===== config.mk =====
export PLATFORM = sky130hd
export DESIGN_NAME = dualmem_port_arbiter
export DESIGN_NICKNAME = d
export VERILOG_FILES = /design/src/rtl/dualmem_port_arbiter.sv
export SDC_FILE = /design/constraint.sdc
export NUM_CORES = 1
export LEC_CHECK = 0
export BUFFER_PORTS_ARGS = -buffer_cell sky130_fd_sc_hd__buf_4
export CELL_PAD_IN_SITES_DETAIL_PLACEMENT = 0
export CELL_PAD_IN_SITES_GLOBAL_PLACEMENT = 1
export CORE_AREA = 5 5 171 173
export CTS_BUF_LIST = sky130_fd_sc_hd__clkbuf_8
export CTS_CLUSTER_SIZE = 25
export DETAILED_ROUTE_END_ITERATION = 8
export DIE_AREA = 0 0 176 178
export PLACE_DENSITY = 0.54
export SYNTH_ARGS = -nofsm -noshare
export SYNTH_HDL_FRONTEND = slang
export SYNTH_SLANG_ARGS = --single-unit

===== constraint.sdc =====
create_clock -name clk_i -period 2.25 [get_ports clk_i]
set_clock_uncertainty 0.15 [all_clocks]
set_input_delay 0.45 -clock clk_i [delete_from_list [all_inputs] [get_ports clk_i]]
set_output_delay 0.45 -clock clk_i [all_outputs]
set_load 0.02 [all_outputs]

===== src/rtl/dualmem_port_arbiter.sv =====
// rtl/dualmem_port_arbiter.sv - post-reset RAM fill sequencer and two-requester round-robin port arbiter
// Owns one port of a 2048 x 64-bit byte-writable read-first block RAM.
module dualmem_port_arbiter #(
    parameter bit          INIT_ENABLE = 1'b1,
    parameter logic [63:0] INIT_VALUE  = 64'h0
) (
    input  logic        clk_i,
    input  logic        rst_ni,

    input  logic        m0_req_i,
    input  logic        m0_we_i,
    input  logic [7:0]  m0_be_i,
    input  logic [10:0] m0_addr_i,
    input  logic [63:0] m0_wdata_i,
    output logic        m0_gnt_o,
    output logic        m0_rvalid_o,
    output logic [63:0] m0_rdata_o,

    input  logic        m1_req_i,
    input  logic        m1_we_i,
    input  logic [7:0]  m1_be_i,
    input  logic [10:0] m1_addr_i,
    input  logic [63:0] m1_wdata_i,
    output logic        m1_gnt_o,
    output logic        m1_rvalid_o,
    output logic [63:0] m1_rdata_o,

    output logic        mem_en_o,
    output logic [7:0]  mem_we_o,
    output logic [10:0] mem_addr_o,
    output logic [63:0] mem_wdata_o,
    input  logic [63:0] mem_rdata_i,

    output logic        init_done_o
);

    typedef enum logic {
        S_INIT = 1'b0,
        S_RUN  = 1'b1
    } state_e;

    state_e      state_q, state_d;
    logic [10:0] cnt_q, cnt_d;
    logic        last_q, last_d;
    logic        resp_valid_q, resp_valid_d;
    logic        resp_id_q, resp_id_d;

    logic        gnt0, gnt1, any_gnt;
    logic        sel_we;
    logic [7:0]  sel_be;

    always_ff @(posedge clk_i or negedge rst_ni) begin
        if (!rst_ni) begin
            state_q      <= INIT_ENABLE ? S_INIT : S_RUN;
            cnt_q        <= 11'd0;
            last_q       <= 1'b1;
            resp_valid_q <= 1'b0;
            resp_id_q    <= 1'b0;
        end else begin
            state_q      <= state_d;
            cnt_q        <= cnt_d;
            last_q       <= last_d;
            resp_valid_q <= resp_valid_d;
            resp_id_q    <= resp_id_d;
        end
    end

    always_comb begin
        state_d = state_q;
        cnt_d   = cnt_q;
        if (state_q == S_INIT) begin
            cnt_d = cnt_q + 11'd1;
            if (cnt_q == 11'h7FF) begin
                state_d = S_RUN;
            end
        end
    end

    // Grants are gated by the reset pin so nothing is offered while reset is held.
    always_comb begin
        gnt0 = 1'b0;
        gnt1 = 1'b0;
        if (state_q == S_RUN && rst_ni) begin
            if (m0_req_i && m1_req_i) begin
                gnt0 = last_q;
                gnt1 = ~last_q;
            end else begin
                gnt0 = m0_req_i;
                gnt1 = m1_req_i;
            end
        end
    end

    assign any_gnt      = gnt0 | gnt1;
    assign last_d       = any_gnt ? gnt1 : last_q;
    assign resp_valid_d = any_gnt;
    assign resp_id_d    = gnt1;

    assign sel_we = gnt1 ? m1_we_i : m0_we_i;
    assign sel_be = gnt1 ? m1_be_i : m0_be_i;

    always_comb begin
        mem_en_o    = 1'b0;
        mem_we_o    = 8'h00;
        mem_addr_o  = 11'd0;
        mem_wdata_o = 64'h0;
        if (state_q == S_INIT) begin
            mem_en_o    = rst_ni;
            mem_we_o    = rst_ni ? 8'hFF : 8'h00;
            mem_addr_o  = cnt_q;
            mem_wdata_o = INIT_VALUE;
        end else if (any_gnt) begin
            mem_en_o    = 1'b1;
            mem_we_o    = sel_we ? sel_be : 8'h00;
            mem_addr_o  = gnt1 ? m1_addr_i : m0_addr_i;
            mem_wdata_o = gnt1 ? m1_wdata_i : m0_wdata_i;
        end
    end

    assign m0_gnt_o    = gnt0;
    assign m1_gnt_o    = gnt1;
    assign m0_rvalid_o = resp_valid_q & ~resp_id_q;
    assign m1_rvalid_o = resp_valid_q & resp_id_q;
    assign m0_rdata_o  = mem_rdata_i;
    assign m1_rdata_o  = mem_rdata_i;
    assign init_done_o = (state_q == S_RUN);

endmodule


After elaboration in Yosys (flattened, before gate mapping) --
Index checks and enable logic that the tools add are counted.
Word-level totals: RAM bits 0, latch bits 0, output and inout bits 217, logic and storage cells 34, memory bits (read-only) 0, memories kept 0, bits in registers 15
Operators by class: reduce and logical (&&, ||, !) cells 2, divide/modulo/power cells 0, add/subtract/negate cells 1, multipliers 0, order comparisons 0, bitwise operators 5, mux-type cells 20, eq/ne operators 1, shift operators 0
Operators by type and width (count):
- 64-bit two-way mux | 3
- 8-bit two-way mux | 5
- 11-bit two-way mux | 3
- 11-bit by 1-bit adder with 11-bit output, second input constant | 1
- 11-bit == test, second input constant | 1
- 1-bit two-way mux | 9
- 1-bit AND | 2
- 1-bit logical AND | 2
- 1-bit NOT | 2
- 1-bit OR | 1

Logic depth before layout (Yosys ltp) --
depth in word-level cells 7, mapped depth 6

Worst setup path after synthesis --
Ideal clock, no wire load.
path kind register to output, start point register state_q (netlist: init_done_o), end point output mem_wdata_o[55], stages on the path, launching flop included 7, arrival time 1.520 ns, path buffers 3, setup slack 0.130 ns, cells stage by stage dfrtp_1 > buf_2 > and2_4 > o21ai_2 > buf_2 > buf_6 > a21oi_1
On the way: longest elaborated chain between the ends 5
Ends and longest elaborated chain:
- from (decl) | line 42 | state_e state_q, state_d;
- from (signal assigned) | line 54 | state_q <= INIT_ENABLE ? S_INIT : S_RUN;
- from (signal assigned) | line 60 | state_q <= state_d;
- 1-bit logical AND | line 83 | if (state_q == S_RUN && rst_ni) begin
- 1-bit two-way mux | line 83
- 64-bit two-way mux or 1-bit OR (tied branches) | line 116, 94
- 64-bit two-way mux | line 112 | end else if (any_gnt) begin
- 64-bit two-way mux * | line 107 | if (state_q == S_INIT) begin
- to (decl) | line 31 | output logic [63:0] mem_wdata_o,
Every way passes the cells marked *; elsewhere a longest branch is shown, timed or not.

Worst setup path in the final report --
start point register last_q, end point output mem_wdata_o[46]
On the way: longest elaborated chain between the ends 6
Ends and longest elaborated chain:
- from (decl) | line 44 | logic last_q, last_d;
- from (signal assigned) | line 62 | last_q <= last_d;
- 1-bit NOT | line 86 | gnt1 = ~last_q;
- 1-bit two-way mux | line 84 | if (m0_req_i && m1_req_i) begin
- 1-bit two-way mux | line 83
- 64-bit two-way mux or 1-bit OR (tied branches) | line 116, 94
- 64-bit two-way mux * | line 112
- 64-bit two-way mux * | line 107
Marked as above.

==> metrics.md <==
| Metric | Value |
|---|---|
| Biggest area consumer among synthesized cells | `buf_4` |
| Antenna Nets Post-Route | `0` |
| Die Y | `about 180 um` |
| GRT overflow | `0` |
| Max cap viols | `0` |
| CP max FO | `7` |
| Final instance area | `6231 um2` |
| Share of cells above drive strength 1 | `0.7094` |
| Switching share of power | `0.3123` |
| Post-Syn Instances | `about 480` |
| Crit-path most repeated cell | `buf_12` |
| ANT cells | `0` |
| Status | `finished with violations` |
| Clock buffer depth | `2` |
| Clock Latency Late Sink | `around 0.25 ns` |
| Max_slew headroom | `0.7804` |
| Setup violators final | `between 80 and 90` |
| Clk sinks | `15` |
| CP endpoint kind | `output pin` |
| Yosys reg bits | `15` |
| R2r setup slk | `around 0.63 ns` |
| Initial Utilization | `0.1178` |
| Commonest non-fill, non-tap cell in the layout | `buf_4` |
| Final Hold Vio Count | `0` |
| Clk pwr share | `0.199` |
| Hold Worst Slack | `a little over 0.008 ns` |
| Final wirelength | `between 15 and 20 mm` |
| Remaining DRCs | `0` |
| Worst IR Drop VDD | `approximately 0.00017 V` |
| Yosys cell types | `39` |
| DP Area | `approximately 5000 um2` |
| P_int | `slightly below 0.8 mW` |
| Highest clock rate | `roughly 420 MHz` |
| Root Buffer | `clkbuf_8` |
| Logic pwr share | `0.561` |
| Worst path cell trace | `a21bo_4 > buf_12 > buf_12 > buf_12 > buf_12 > o21ai_4 > a21oi_2 > buf_6` |
| Nets@finish | `885` |
| Fin crit share | `1.065` |
| Gr usage total | `0.1086` |
| Reg power frac | `0.239` |
| Net switching power figure | `about 0.35 mW` |
| Final Non-Filler Cells | `between 900 and 1,000` |
| Slowest stage delay, CP | `roughly 0.55 ns` |
| First-pass GRT wire length | `around 26 mm` |
| Worst slew pin tran | `~0.33 ns` |
| Final cell utilization of the core | `0.2268` |
| Drt pass-1 iters | `4` |
| Die Span X | `approximately 180 um` |
| Crit Path Category | `reg -> out` |
| Mapped Area | `~3200 um2` |
| Cell Rows | `roughly 60` |
| DR WL/cell | `approximately 19 um` |
| Worst-path clk slew | `around 0.070 ns` |
| TritonCTS Buffers | `3` |
| RSZ-0062 raised after global routing | `yes` |
| Final setup margin | `-0.1470 ns` |
| Placed Instances | `approximately 950` |
| CP required | `roughly 1.7 ns` |
| Pwr Density | `181.0 nW/um2` |
| CTS tree | `built` |
| Delay-heaviest family, CP | `buffers and inverters` |
| Largest net degree at the start of global routing | `39` |
| Ports | `453` |
| Vias per cell | `roughly 4.1` |
| WP data arrival | `1.80 ns` |
| Crit path time final | `around 2.4 ns` |
| Area share of the largest cell type after synthesis | `0.3131` |
| Number of global-route vias before repair | `around 4,200` |
| Post-DP HPWL | `between 10 and 15 mm` |
| HP Class | `in -> async` |
| Area Overhead vs Synth | `92.50%` |
| Dominant cells by area after synthesis | `buf_4 (31%), dfrtp_1 (11%), nand3_1 (10%)` |
| Syn. warnings | `0` |
| Syn Area/Cell | `about 6.8 um2` |
| Most frequent cells in the layout | `buf_4 (258), nand3_1 (50), a21oi_2 (44)` |
| Gpl congestion | `0.7226` |
| Core Region | `approximately 27,000 um2` |
| Crit path buf inv count | `5` |
| Htree depth | `1` |
| Slowest CP cell | `dfstp_2` |
| Sequential-to-total area share from yosys stat | `0.1164` |
| Total number of vias | `between 4,000 and 5,000` |
| Startpoint types | `register` |
| Fin. max-slew vios | `0` |
| Port buffer count | `260` |
| Failing checks | `negative setup slack` |
| Number of DRC markers in iteration 0 | `134` |
| Initial antenna violation count | `3` |
| LEAKAGE | `between 2 and 3 nW` |
| Syn_nets | `about 700` |
| Die area | `between 30,000 and 40,000 um2` |
[worst paths after layout]
check | start | endpoint | cells after the start
max in group asynchronous | rst_ni | cnt_q[9] | 3
worst min register to register | cnt_q[4] | cnt_q[4] | 1
worst max-delay path | last_q | mem_wdata_o[46] | 8
worst max register to register | init_done_o | cnt_q[9] | 4
worst min-delay path | rst_ni | cnt_q[1] | 2
min in group clk_i | cnt_q[4] | cnt_q[4] | 1
[cell usage after synthesis]
cell type,count
inv_1,11
a21o_1,1
o21ai_2,1
a31oi_1,8
ha_1,1
buf_1,3
o22ai_1,9
a21boi_1,1
nand3_1,67
nor2b_1,2
buf_6,7
nand3b_1,1
and2_1,2
nor2_1,1
o31ai_4,1
dfstp_2,1
buf_4,135
nor4_1,1
nand4_1,9
a21oi_1,65
o21ai_1,50
buf_2,15
nand2_1,3
nor3_1,4
and2_4,1
xnor2_1,10
nand4b_1,1
nor2_2,1
inv_2,1
or2_1,1
clkbuf_1,11
mux2i_1,11
o21ai_0,22
dfrtp_1,14
o31ai_1,1
o2bb2ai_1,2
a21bo_2,1
nand2_2,1
mux2_2,1
[cell type report]
class	count	area, um2
repair buffers	336	3124
well taps	346	432.9
fillers	3077	21250
multi-input cells	280	2206
inverters	12	45.04
clock buffers	3	41.29
flip-flops and latches	15	376.6
clock inverters	1	5.005
[worst reg2reg max path: stages (launching register included)]
cell	delay (ns)
dfrtp_1	0.41
buf_4	0.22
nand4b_1	0.32
nor3_1	0.29
xnor2_1	0.15
[per-layer routing]
| metal | GRT usage | part of all wire | vias to the layer above |
|---|---|---|---|
| met4 | 0.03704 | 0.036 | 6 |
| met1 | 0.1215 | 0.36 | 1872 |
| met2 | 0.1849 | 0.49 | 218 |
| met3 | 0.04811 | 0.11 | 70 |
| met5 | 0 | 0.0018 | - |
| li1 | - | - | 1899 |
[cells by family after synthesis]
family,count (synthesis),share of synthesized area
AO/OA/AOI/OAI,162,0.2694
XOR/XNOR,10,0.02706
adder cells (fa/ha/maj),1,0.003865
buffers and inverters,183,0.3908
flip-flops,15,0.1164
multiplexers,12,0.03750
AND/OR/NAND/NOR,95,0.1550
[through the flow]
| step | setup WS [ns] | total power, mW | TNS (ns) |
|---|---|---|---|
| floorplan | 0.1300 | 0.7268 | 0 |
| global placement | -0.04535 | 0.7166 | -0.2951 |
| detailed placement | -0.05987 | 0.7162 | -0.4036 |
| CTS | -0.1487 | 1.049 | -7.449 |
| global route | -0.2077 | 1.182 | -11.14 |
| finish | -0.1470 | 1.128 | -5.421 |
[power by group through the flow]
stage | sequential [mW] | clock, mW | combinational, mW
floorplan | 0.275 | 0 | 0.452
global placement | 0.275 | 0 | 0.442
detailed placement | 0.275 | 0 | 0.442
CTS | 0.270 | 0.230 | 0.550
global route | 0.270 | 0.238 | 0.674
finish | 0.270 | 0.225 | 0.633
[registers in the layout, summed over array words and instances, names as in the netlist]
signal        count
cnt_q            11
init_done_o       1
last_q            1
resp_id_q         1
resp_valid_q      1
[what timing repair did]
action,4_1_cts,5_1_grt
resized for setup,77,141
hold buffers,1,0
setup buffers,18,12
pin swaps,52,37
cloned,5,4
endpoints found under the hold margin,6,0
endpoints found under the setup margin,83,84
(Power assumes the default switching activity.)
